[src/rtl/ddr3_app_arbiter.sv]
// Two-port arbiter in front of the DDR3 controller native user interface.
// Port 0 is the model-loader write path, port 1 the compute read/write path.
// Round-robin grants with burst tenure; a grant is only handed over once
// all write data and read returns of the previous owner have completed.
module ddr3_app_arbiter #(
  parameter int unsigned MAX_BURST = 64,
  parameter int unsigned OUTST_W   = 5,
  parameter int unsigned ADDR_W    = 33,
  parameter int unsigned DATA_W    = 128,
  localparam int unsigned MASK_W   = DATA_W / 8
) (
  input  logic              ui_clk,
  input  logic              rst,
  input  logic              init_calib_complete,
  // requester 0
  input  logic              req0,
  output logic              gnt0,
  input  logic              cmd_en0,
  input  logic [2:0]        cmd0,
  input  logic [ADDR_W-1:0] addr0,
  input  logic              wdf_wren0,
  input  logic [DATA_W-1:0] wdf_data0,
  input  logic [MASK_W-1:0] wdf_mask0,
  output logic              rdy0,
  output logic              wdf_rdy0,
  output logic              rd_valid0,
  output logic [DATA_W-1:0] rd_data0,
  // requester 1
  input  logic              req1,
  output logic              gnt1,
  input  logic              cmd_en1,
  input  logic [2:0]        cmd1,
  input  logic [ADDR_W-1:0] addr1,
  input  logic              wdf_wren1,
  input  logic [DATA_W-1:0] wdf_data1,
  input  logic [MASK_W-1:0] wdf_mask1,
  output logic              rdy1,
  output logic              wdf_rdy1,
  output logic              rd_valid1,
  output logic [DATA_W-1:0] rd_data1,
  // DDR3 controller side
  input  logic              app_rdy,
  output logic              app_cmd_en,
  output logic [2:0]        app_cmd,
  output logic [ADDR_W-1:0] app_addr,
  input  logic              app_wdf_rdy,
  output logic              app_wdf_wren,
  output logic [DATA_W-1:0] app_wdf_data,
  output logic [MASK_W-1:0] app_wdf_mask,
  input  logic              app_rd_data_valid,
  input  logic [DATA_W-1:0] app_rd_data
);

  localparam int unsigned BURST_W = $clog2(MAX_BURST + 1);

  typedef enum logic [1:0] {
    S_IDLE,
    S_OWN,
    S_DRAIN,
    S_GAP
  } state_t;

  state_t              state_q, state_d;
  logic                owner_q, owner_d;
  logic                last_q, last_d;
  logic [BURST_W-1:0]  burst_q, burst_d;
  logic signed [7:0]   wr_pend_q, wr_pend_d;
  logic [OUTST_W-1:0]  outst_q, outst_d;

  logic                o_req, o_cmd_en, o_wren;
  logic [2:0]          o_cmd;
  logic [ADDR_W-1:0]   o_addr;
  logic [DATA_W-1:0]   o_wdata;
  logic [MASK_W-1:0]   o_wmask;
  logic                rd_block, own_rdy, own_wdf_rdy, rd_tag;
  logic                cmd_fire, wr_inc, wr_dec, rd_inc, rd_dec;

  // Select the current owner's request-side signals.
  always_comb begin
    o_req    = owner_q ? req1      : req0;
    o_cmd_en = owner_q ? cmd_en1   : cmd_en0;
    o_cmd    = owner_q ? cmd1      : cmd0;
    o_addr   = owner_q ? addr1     : addr0;
    o_wren   = owner_q ? wdf_wren1 : wdf_wren0;
    o_wdata  = owner_q ? wdf_data1 : wdf_data0;
    o_wmask  = owner_q ? wdf_mask1 : wdf_mask0;
    rd_block = (o_cmd == 3'd1) && (outst_q == '1);
  end

  // Drive controller-side strobes and per-port handshakes; all quiet in reset.
  always_comb begin
    app_cmd_en   = 1'b0;
    app_cmd      = '0;
    app_addr     = '0;
    app_wdf_wren = 1'b0;
    app_wdf_data = '0;
    app_wdf_mask = '0;
    own_rdy      = 1'b0;
    own_wdf_rdy  = 1'b0;
    rd_tag       = last_q;
    rdy0         = 1'b0;
    rdy1         = 1'b0;
    wdf_rdy0     = 1'b0;
    wdf_rdy1     = 1'b0;
    rd_valid0    = 1'b0;
    rd_valid1    = 1'b0;
    if (!rst) begin
      app_cmd      = o_cmd;
      app_addr     = o_addr;
      app_wdf_data = o_wdata;
      app_wdf_mask = o_wmask;
      case (state_q)
        S_OWN: begin
          app_cmd_en   = o_cmd_en & ~rd_block;
          app_wdf_wren = o_wren;
          own_rdy      = app_rdy & ~rd_block;
          own_wdf_rdy  = app_wdf_rdy;
          rd_tag       = owner_q;
        end
        // write data of the released owner still flows while draining
        S_DRAIN: begin
          app_wdf_wren = o_wren;
          own_wdf_rdy  = app_wdf_rdy;
          rd_tag       = owner_q;
        end
        default: ;
      endcase
      rdy0      = own_rdy & ~owner_q;
      rdy1      = own_rdy & owner_q;
      wdf_rdy0  = own_wdf_rdy & ~owner_q;
      wdf_rdy1  = own_wdf_rdy & owner_q;
      rd_valid0 = app_rd_data_valid & ~rd_tag;
      rd_valid1 = app_rd_data_valid & rd_tag;
    end
  end

  // Grants decode from registered state; read data is broadcast.
  always_comb begin
    gnt0     = (state_q == S_OWN) & ~owner_q;
    gnt1     = (state_q == S_OWN) & owner_q;
    rd_data0 = app_rd_data;
    rd_data1 = app_rd_data;
  end

  // Outstanding-work accounting and arbitration next-state.
  always_comb begin
    cmd_fire  = app_cmd_en & app_rdy;
    wr_inc    = cmd_fire & (o_cmd == 3'd0);
    wr_dec    = app_wdf_wren & app_wdf_rdy;
    rd_inc    = cmd_fire & (o_cmd == 3'd1);
    rd_dec    = app_rd_data_valid;

    wr_pend_d = wr_pend_q;
    if (wr_inc && !wr_dec)      wr_pend_d = wr_pend_q + 8'sd1;
    else if (!wr_inc && wr_dec) wr_pend_d = wr_pend_q - 8'sd1;

    outst_d = outst_q;
    if (rd_inc && !rd_dec)      outst_d = outst_q + 1'b1;
    else if (!rd_inc && rd_dec) outst_d = outst_q - 1'b1;

    state_d = state_q;
    owner_d = owner_q;
    last_d  = last_q;
    burst_d = burst_q;
    case (state_q)
      S_IDLE: begin
        if (init_calib_complete && (req0 || req1)) begin
          state_d = S_OWN;
          burst_d = '0;
          owner_d = (req0 && req1) ? ~last_q : req1;
        end
      end
      S_OWN: begin
        if (cmd_fire) burst_d = burst_q + 1'b1;
        // post-edge counts decide, so a final accept/return in this cycle counts
        if (!o_req || (cmd_fire && burst_q == BURST_W'(MAX_BURST - 1))) begin
          last_d  = owner_q;
          state_d = (wr_pend_d == 8'sd0 && outst_d == '0) ? S_GAP : S_DRAIN;
        end
      end
      S_DRAIN: begin
        if (wr_pend_d == 8'sd0 && outst_d == '0) state_d = S_GAP;
      end
      S_GAP:   state_d = S_IDLE;
      default: state_d = S_IDLE;
    endcase
  end

  // State and counter registers with synchronous reset.
  always_ff @(posedge ui_clk) begin
    if (rst) begin
      state_q   <= S_IDLE;
      owner_q   <= 1'b0;
      last_q    <= 1'b1;
      burst_q   <= '0;
      wr_pend_q <= '0;
      outst_q   <= '0;
    end else begin
      state_q   <= state_d;
      owner_q   <= owner_d;
      last_q    <= last_d;
      burst_q   <= burst_d;
      wr_pend_q <= wr_pend_d;
      outst_q   <= outst_d;
    end
  end

endmodule

[config.mk]
export PLATFORM = sky130hd
export DESIGN_NAME = ddr3_app_arbiter
export DESIGN_NICKNAME = d
export VERILOG_FILES = /design/src/rtl/ddr3_app_arbiter.sv
export SDC_FILE = /design/constraint.sdc
export NUM_CORES = 1
export LEC_CHECK = 0
export BUFFER_PORTS_ARGS = -buffer_cell sky130_fd_sc_hd__buf_2
export CORE_AREA = 2 2 373 375
export DETAILED_ROUTE_END_ITERATION = 10
export DIE_AREA = 0 0 375 377
export GPL_TIMING_DRIVEN = 1
export PLACE_DENSITY = 0.3
export SLEW_MARGIN = 20
export SYNTH_ARGS = -nofsm -noshare
export SYNTH_HDL_FRONTEND = slang
export SYNTH_SLANG_ARGS = --single-unit
export TNS_END_PERCENT = 20
[constraint.sdc]
create_clock -name ui_clk -period 2.6 [get_ports ui_clk]
set_clock_uncertainty 0.2 [all_clocks]
set_input_delay 0.39 -clock ui_clk [delete_from_list [all_inputs] [get_ports ui_clk]]
set_output_delay 0.39 -clock ui_clk [all_outputs]
set_load 0.005 [all_outputs]
* Word level (Yosys, flattened, before mapping)
Index checks and enable logic that the tools add are counted.
Storage, ports and cells: memories 0, output and inout bits 446, bits in latches 0, memory bits (read-only) 0, memory bits (writable) 0, register bits after elaboration 24, logic and storage cells 105, bits of input ports 500
Cells by class: equal/unequal tests 10, bitwise logic cells 18, $lt $le $gt $ge 0, divide/modulo/power cells 0, $add $sub $neg 5, multiplexer cells 40, reduce and logical (&&, ||, !) cells 26, shifts and indexed selects 0, multipliers 0
Operator list (number):
- $mux 128 | 2
- $mux 33 | 2
- $mux 16 | 2
- $mux 1 | 21
- $mux 8 | 2
- $and 1x1->1 | 14
- $mux 7 | 2
- $pmux 7 s2 | 1
- $mux 5 | 2
- $logic_and 1x1->1 | 9
- $add 8x2->8 const B | 1
- $logic_not 8->1 | 1
- $pmux 2 s4 | 1
- $sub 8x2->8 const B | 1
- $add 7x1->7 const B | 1
- $eq 7x6->1 const B | 1
- $mux 2 | 3
- $mux 3 | 2
- $ne 2x2->1 const B | 3
- $reduce_and 3->1 | 2
- $add 5x1->5 const B | 1
- $eq 5x5->1 const B | 1
- $logic_not 1->1 | 5
- $logic_not 5->1 | 1
- other kinds (12) | 18

* Logic depth before layout (Yosys ltp)
Gate-level depths: netlist of run 1.
depth after elaboration 18, mapped depth 12, gate-level depth less buffers 11

* Worst setup path before layout of run 1
Ideal clock, no wire load.
kind reg2reg, start point reg outst_q[0], end point reg state_q[0], setup time 0.116 ns, stages on the path, launching flop included 13, path buffers 1, clock period less this slack 2.888 ns, setup slack -0.288 ns, arrival 2.572 ns, data required time 2.284 ns, cells stage by stage dfxtp_1 ha_1 and3_1 ha_1 and4bb_1 o211ai_2 buf_4 a211oi_1 nor3_1 a211oi_1 nand4_1 a211o_1 o211a_1
On the way: cells in the longest elaborated chain, start to end 17, elaborated cells on any way between the ends 32, classes of those cells add/sub: 2; eq/ne: 3; mux: 9; bitwise: 5; reduce/logical: 13
Ends and longest elaborated chain:
- from (decl) | RTL line 68 | logic [OUTST_W-1:0] outst_q, outst_d;
- from (signal assigned) | RTL line 204 | outst_q <= outst_d;
- $eq 5x5->1 | RTL line 87 | rd_block = (o_cmd == 3'd1) && (outst_q == '1);
- $logic_and 1x1->1 | RTL line 87
- $not 1->1 | RTL line 114 | app_cmd_en = o_cmd_en & ~rd_block;
- $and 1x1->1 | RTL line 114
- $mux 1 | RTL line 112 | case (state_q)
- $mux 1 | RTL line 107 | if (!rst) begin
- $and 1x1->1 | RTL line 147 | cmd_fire = app_cmd_en & app_rdy;
- $and 1x1->1, on equally long branches | RTL line 148, 150
- $logic_not 1->1, on equally long branches | RTL line 155, 159
- $logic_and 1x1->1, on equally long branches | RTL line 155, 159
- $mux 8 or $mux 5 (tied branches) | RTL line 155, 159
- $mux 8 or $mux 5 (tied branches) | RTL line 154, 158
- $logic_not 8->1 or $logic_not 5->1 (tied branches) | RTL line 178, 182
- $logic_and 1x1->1 | RTL line 178, 182
- $mux 1 | RTL line 178 | state_d = (wr_pend_d == 8'sd0 && outst_d == '0) ? S_GAP : S_DRAIN;
- $mux 2 | RTL line 176 | if (!o_req || (cmd_fire && burst_q == BURST_W'(MAX_BURST - 1))) begin
- $pmux 2 s4 | RTL line 165 | case (state_q)
- to (signal assigned) | RTL line 199 | state_q <= state_d;
- to (decl) | RTL line 63 | state_t state_q, state_d;
Parallel ways exist; a longest one is shown, timed or not. The select of a mux whose other input is x is not followed. A chain may end at the register's enable or synchronous reset.

* Final worst setup path of run 1
Ends and elaborated chain as after synthesis.

==> run_results.csv, run 1 <==
group,metric,value,unit
cts,path_clk_slew,0.07,ns
cts,cts_tree,"built",
finish,nNetsFinal,1725,
drt,wl,61.0,mm
grt,grt_antenna_before_repair,55,
place,io_buffers,561,
finish,syn2layout_area_growth,60.4,%
die,ioPinCount,946,
place,gp_congestion,0.719,
place,dp_hpwl,54.9,mm
drt,highest_layer,"met5",
die,std_cell_rows,136,
sta,hold_violations,0,
power_and_ir_drop,worst_ir_drop_vdd,0.198,mV
power_and_ir_drop,p_sw,1.49,mW
sta,worst_slew_pin_slew,0.588,ns
grt,grt_use_total,8.05,%
synth,synth-edff-count,0,
setup_path,critPathKind,"reg -> reg",
grt,grt.overflow.total,0,
drt,firstDrtPassIters,4,
power_and_ir_drop,cellLeakagePower,4.36,nW
setup_path,cp-end-kind,"register",
place,dp.cells,2996,
synth,netlist_instances,880,
sta,setup_viol_count_final,4,
die,die_area,141000,um2
synth,yosysWarningCount,0,
power_and_ir_drop,p_seq_share,14.4,%
setup_path,required,2.56,ns
finish,drive_gt1_share,55.8,%
cts,numCtsBuffers,3,
hold_path,hold_path_class,"reg -> reg",
power_and_ir_drop,p_comb_share,74.9,%
setup_path,critical-path-top-delay-family,"simple AND/OR/NAND/NOR gates",
cts,holdBufCountCts,0,
drt,drc,0,
setup_path,crit_top_cell,"ha_4",
drt,detail_route.wl_per_cell,20.1,um
cts,cts_htree_levels,1,
die,start_util,4.73,%
cts,clock_latency,0.27,ns
setup_path,cp_max_fo,5,
power_and_ir_drop,p_clk_share,10.7,%
finish,stdcell_area,10400,um2
drt,wl_met3,9.80,mm
synth,synthesis.nets,1389,
setup_path,cp_slowest_stage_delay,0.35,ns
drt,wl_met2,24.3,mm
grt,grt_pass1_vias,6905,
grt,grt_max_degree,65,
setup_path,crit_chain,"ha_4 > and3_4 > ha_4 > and4bb_2 > o211ai_4 > buf_6 > mux2i_4 > xnor2_2 > nor4_2 > nand4_1 > buf_4 > a211o_1 > o211a_1",
synth,synth_cell_types,50,
synth,seq_area_frac_synth,7.41,%
setup_path,crit_buf_inv,2,
drt,vias,7303,
finish,fin_util,7.59,%
setup_path,start_kind,"register",
die,core,137000,um2
synth,async_flop_share,0,%
sta,fmax,336,MHz
place,dp_slack,-0.415,ns
sta,timing.final.ws_setup,-0.376,ns
sta,max_slew_margin,60.8,%
drt,route.layer.met1.wl,24.9,mm
finish,instances_no_fill,3034,
sta,rsz0062_at_grt,"true",
drt,postRouteAntennaNets,0,
power_and_ir_drop,total_power,3.31,mW
setup_path,crit_arrival,2.94,ns
synth,ys_seq_elements,24,
die,die_h,377,um
synth,netlist_area,6480,um2
outcome,violations,"negative setup slack",
drt,drtIter0Drc,268,
cts,cts_root_buf,"clkbuf_16",
job,max_cap_viol_count,0,
drt,via_per_inst,2.41,
outcome,outcome,"complete, but fails checks",
sta,finalSetupTns,-0.976,ns
sta,period_needed,2.98,ns
grt,grt_pass1_wl,74.0,mm
synth,syn_area_per_cell,7.37,um2
cts,clock_sinks,24,
power_and_ir_drop,power_density,318,nW/um2
sta,slew_viol_final,0,
sta,period_share,114,%
power_and_ir_drop,p_int,1.82,mW
cts,clockBufferDepth,2,
synth,synthFlopType,"dfxtp_1",
sta,holdWs,0.290,ns
power_and_ir_drop,swShare,45.0,%
die,die_w,375,um
finish,fillCellCount,16252,
place,dpl_cell_area,10000,um2
setup_path,critical_path.slowest_cell,"dfxtp_4",
-- layout by cell type (no fill, tap or decap), types with 3 or more instances in the layout --
| cell type | instances |
|---|---|
| o21ai_0 | 4 |
| inv_1 | 9 |
| nor4b_4 | 3 |
| ha_4 | 3 |
| nor3b_1 | 3 |
| mux2i_2 | 3 |
| nor4_1 | 5 |
| xnor2_1 | 8 |
| buf_2 | 560 |
| nand3_1 | 8 |
| a21oi_1 | 9 |
| nor2_1 | 200 |
| nand4_1 | 7 |
| nor2b_1 | 10 |
| nor3_1 | 7 |
| clkbuf_16 | 3 |
| a211oi_1 | 4 |
| nand2b_1 | 5 |
| and4_1 | 4 |
| mux2i_1 | 187 |
| buf_4 | 71 |
| ha_1 | 5 |
| nand2_1 | 10 |
| xor2_1 | 7 |
| diode_2 | 26 |
| mux2i_4 | 4 |
| dfxtp_1 | 21 |
| and2_1 | 4 |
-- cell families (layout without fill, tap and decap cells) --
logic type | after synthesis | count (layout) | synth area share (%)
AO/OA/AOI/OAI | 33 | 34 | 3.80
XOR/XNOR | 16 | 16 | 2.16
flip-flops | 24 | 24 | 7.41
multiplexers | 196 | 196 | 30.5
buffers and inverters | 319 | 652 | 33.8
other | 0 | 26 | 0
adder cells (fa/ha/maj) | 9 | 9 | 1.74
AND/OR/NAND/NOR | 283 | 283 | 20.6
-- worst min-delay path, cell delays in order (launching register included) --
cell	delay, ns
dfxtp_1	0.32
nand2b_1	0.07
a21oi_1	0.05
-- power by group through the flow --
stage	registers [mW]	logic, mW	clock network [mW]
after floorplan	0.471	1.44	0
after global placement	0.484	2.44	0
after detailed placement	0.483	2.42	0
after CTS	0.476	2.56	0.366
after global routing	0.484	2.76	0.379
final	0.477	2.48	0.353
-- final timing paths --
| path | slack [ns] | endpoint | depth (start not counted) | start |
|---|---|---|---|---|
| hold reg to reg | 0.29 | burst_q[1] | 2 | burst_q[1] |
| setup reg to reg | -0.38 | state_q[0] | 13 | outst_q[0] |
| hold / removal | 0.29 | burst_q[1] | 2 | burst_q[1] |
| setup / recovery | -0.38 | state_q[0] | 13 | outst_q[0] |
-- cells in the mapped netlist (all sizes together) (5+ instances only) --
library cell	number	area [um2]
clkbuf	27	101
xor2	7	61.3
nor4	6	43.8
mux2i	194	1950
ha	9	113
a21oi	10	50.1
nor2	201	762
nand4	7	43.8
a211oi	5	37.5
inv	9	33.8
nand3	8	40.0
xnor2	9	78.8
nand2	10	37.5
nand2b	5	31.3
dfxtp	24	480
nor2b	10	62.6
nor3	9	45.0
buf	283	2050
-- routing by layer --
| layer | GRT usage [%] | up-vias |
|---|---|---|
| met5 | 0.823 | - |
| met4 | 1.34 | 14 |
| met3 | 6.56 | 145 |
| met2 | 11.6 | 619 |
| met1 | 9.18 | 3134 |
| li1 | - | 3391 |
-- state kept, by name (all words and copies together), names as in the netlist --
signal     count
wr_pend_q      8
burst_q        7
outst_q        5
state_q        2
last_q         1
owner_q        1
-- final cells by class --
type | instances | area (um2) | share of cell area, %
multi-input cells | 538 | 3960 | 38.1
repair buffers | 640 | 3530 | 34.0
well taps | 1794 | 2240 | 21.6
flip-flops and latches | 24 | 489 | 4.70
clock buffers | 3 | 75.1 | 0.722
diodes | 26 | 65.1 | 0.625
inverters | 9 | 33.8 | 0.325
-- timing repair --
action                                  in CTS  in global routing
setup buffers                                4                  2
cloned                                       3                  0
pin swaps                                   11                  5
resized for setup                           17                  7
endpoints found under the setup margin      80                 30
(Power assumes the default switching activity.)
==> inputs of run 2 (changes only) <==
==> constraint.sdc (replaced) <==
create_clock -name ui_clk -period 2.4 [get_ports ui_clk]
set_clock_uncertainty 0.2 [all_clocks]
set_input_delay 0.36 -clock ui_clk [delete_from_list [all_inputs] [get_ports ui_clk]]
set_output_delay 0.36 -clock ui_clk [all_outputs]
set_load 0.005 [all_outputs]
==> run 2 against run 1 <==
Against the previous run: the run still ends with negative setup slack left; critical path type unchanged; die area stayed put; critical endpoint unchanged; sequential share of layout area down 0.30 points; clock power increased by 43%; worst hold slack got worse by 0.046 ns; total power rose by 23%; wire length is 2.9% higher; combinational power grew 23%; register-to-register slack got worse by 0.11 ns; sequential cell count is the same; global-route usage grew 0.24 points; final cell count rose by 0.66%.
==> run_results.csv, run 2 (synthesis gave the netlist of run 1 again) <==
group,metric,value,unit
outcome,violations,"negative setup slack",
sta,finalSetupTns,-2.75,ns
drt,wl,62.7,mm
sta,period_needed,2.89,ns
hold_path,hold_path_class,"in -> reg",
grt,grt.met2_usage,12.5,%
die,die_area,141000,um2
grt,met3_usage,7.22,%
grt,grt_max_degree,56,
finish,nNetsFinal,1754,
finish,largest-register,"wr_pend_q",
die,die_h,377,um
drt,vias,7547,
place,io_buffers,561,
sta,worst_slew_pin_slew,0.753,ns
die,core,137000,um2
power_and_ir_drop,power_density,367,nW/um2
power_and_ir_drop,worst_ir_drop_vdd,0.234,mV
setup_path,r2r-end,"state_q[0]",
die,std_cell_rows,136,
sta,setup_viol_count_final,20,
setup_path,start_kind,"register",
cts,cts_root_buf,"clkbuf_16",
finish,multi_input_area,4190,um2
place,gp_congestion,0.780,
cts,numCtsBuffers,3,
setup_path,cp-end-kind,"register",
sta,rsz0062_at_grt,"true",
finish,fin_util,8.11,%
drt,drc,0,
sta,fmax,346,MHz
sta,max_slew_margin,49.8,%
finish,instances_no_fill,3054,
finish,reg_top3,"wr_pend_q x8, burst_q x7, outst_q x5",
setup_path,required,2.37,ns
finish,layout_commonest_cell,"buf_2",
sta,hold_violations,0,
cts,cts_htree_levels,1,
die,start_util,4.73,%
drt,firstDrtPassIters,4,
setup_path,rrSetupSlack,-0.49,ns
hold_path,hold_path_end,"owner_q",
cts,path_clk_slew,0.07,ns
hold_path,hold_path_depth,3,
job,max_cap_viol_count,0,
power_and_ir_drop,total_power,4.08,mW
sta,period_share,120,%
grt,grt_pass1_wl,76.4,mm
power_and_ir_drop,cellLeakagePower,4.66,nW
setup_path,reg2reg_depth,12,
place,dp.cells,3009,
setup_path,critPathKind,"reg -> reg",
grt,grt-busiest-layer,"met2",
sta,timing.final.ws_setup,-0.487,ns
finish,layout_common_cells,"buf_2 (551), nor2_1 (197), mux2i_1 (162)",
cts,clock_sinks,24,
sta,slew_viol_final,0,
die,die_w,375,um
grt,grt_use_met1,8.89,%
finish,drive_gt1_share,59.6,%
hold_path,hold_start,"init_calib_complete",
drt,postRouteAntennaNets,0,
drt,detail_route.wl_per_cell,20.5,um
drt,via_per_inst,2.47,
grt,grt_use_total,8.29,%
finish,fillCellCount,16152,
outcome,outcome,"complete, but fails checks",
setup_path,r2r-start,"outst_q[0]",
finish,largest_reg_flops,8,
place,dp_slack,-0.602,ns
finish,syn2layout_area_growth,71.3,%
die,ioPinCount,946,
grt,grt.overflow.total,0,
place,dp_hpwl,55.4,mm
cts,clockBufferDepth,2,
setup_path,crit_arrival,2.85,ns
grt,grt_antenna_before_repair,51,
drt,drtIter0Drc,232,
cts,clock_latency,0.27,ns
cts,cts_tree,"built",
setup_path,cp_max_fo,7,
grt,grt_pass1_vias,7264,
finish,seq_area,489,um2
[run 2: cell types whose count changed in the layout (fill, tap and decap cells not counted), sizes merged]
cell,previous run,this run
buf,637,666
bufinv,0,1
clkbuf,4,6
diode,26,16
bufbuf,2,0
[run 2: where the power goes]
group / switching (mW) / internal, mW / total, mW
Sequential: 0.0534 / 0.457 / 0.510
Combinational: 1.53 / 1.53 / 3.06
Clock: 0.171 / 0.333 / 0.504
[run 2: how the worst max path moves through the flow]
stage | from | slack (ns) | to
global placement | state_q[1] | -0.59 | state_q[0]
CTS | outst_q[0] | -0.52 | state_q[0]
detailed placement | outst_q[0] | -0.60 | state_q[0]
floorplan | outst_q[0] | -0.29 | state_q[0]
global route | outst_q[0] | -0.67 | state_q[0]
finish | outst_q[0] | -0.49 | state_q[0]
[run 2: repair_timing]
| action | 4_1_cts | 5_1_grt |
|---|---|---|
| setup buffers | 16 | 4 |
| hold buffers | 0 | 0 |
| gates resized for setup | 82 | 31 |
| setup endpoints to repair | 187 | 127 |
| pin swaps | 11 | 3 |
| cloned | 7 | 0 |
[run 2: through the flow]
step / hold slack [ns] / cell area, um2
after floorplan: 0.258 / 6540
after detailed placement: 0.280 / 10100
after global placement: 0.281 / 10100
after global routing: 0.257 / 11100
final: 0.244 / 11100
after CTS: 0.247 / 10900
[run 2: final cells by class]
class                   instances  area share, %
flip-flops and latches         24           4.40
inverters                       9          0.304
multi-input cells             538           37.7
clock buffers                   3          0.676
clock inverters                 1          0.270
well taps                    1794           20.2
repair buffers                669           36.1
diodes                         16          0.360
[run 2: layer usage]
metal / wire length [um] / vias to the layer above
li1: - / 3431
met1: 23900 / 3315
met2: 26400 / 647
met3: 11100 / 136
met4: 1200 / 18
met5: 202 / -
[run 2: critical path, stage by stage (launching register included)]
cell,delay (ns)
dfxtp_4,0.35
ha_4,0.15
and3_4,0.18
ha_4,0.15
and4bb_2,0.33
o211ai_4,0.14
a311oi_2,0.29
nor3_2,0.10
a211oi_1,0.21
nand4_1,0.13
buf_4,0.17
a211o_1,0.25
o211a_1,0.12
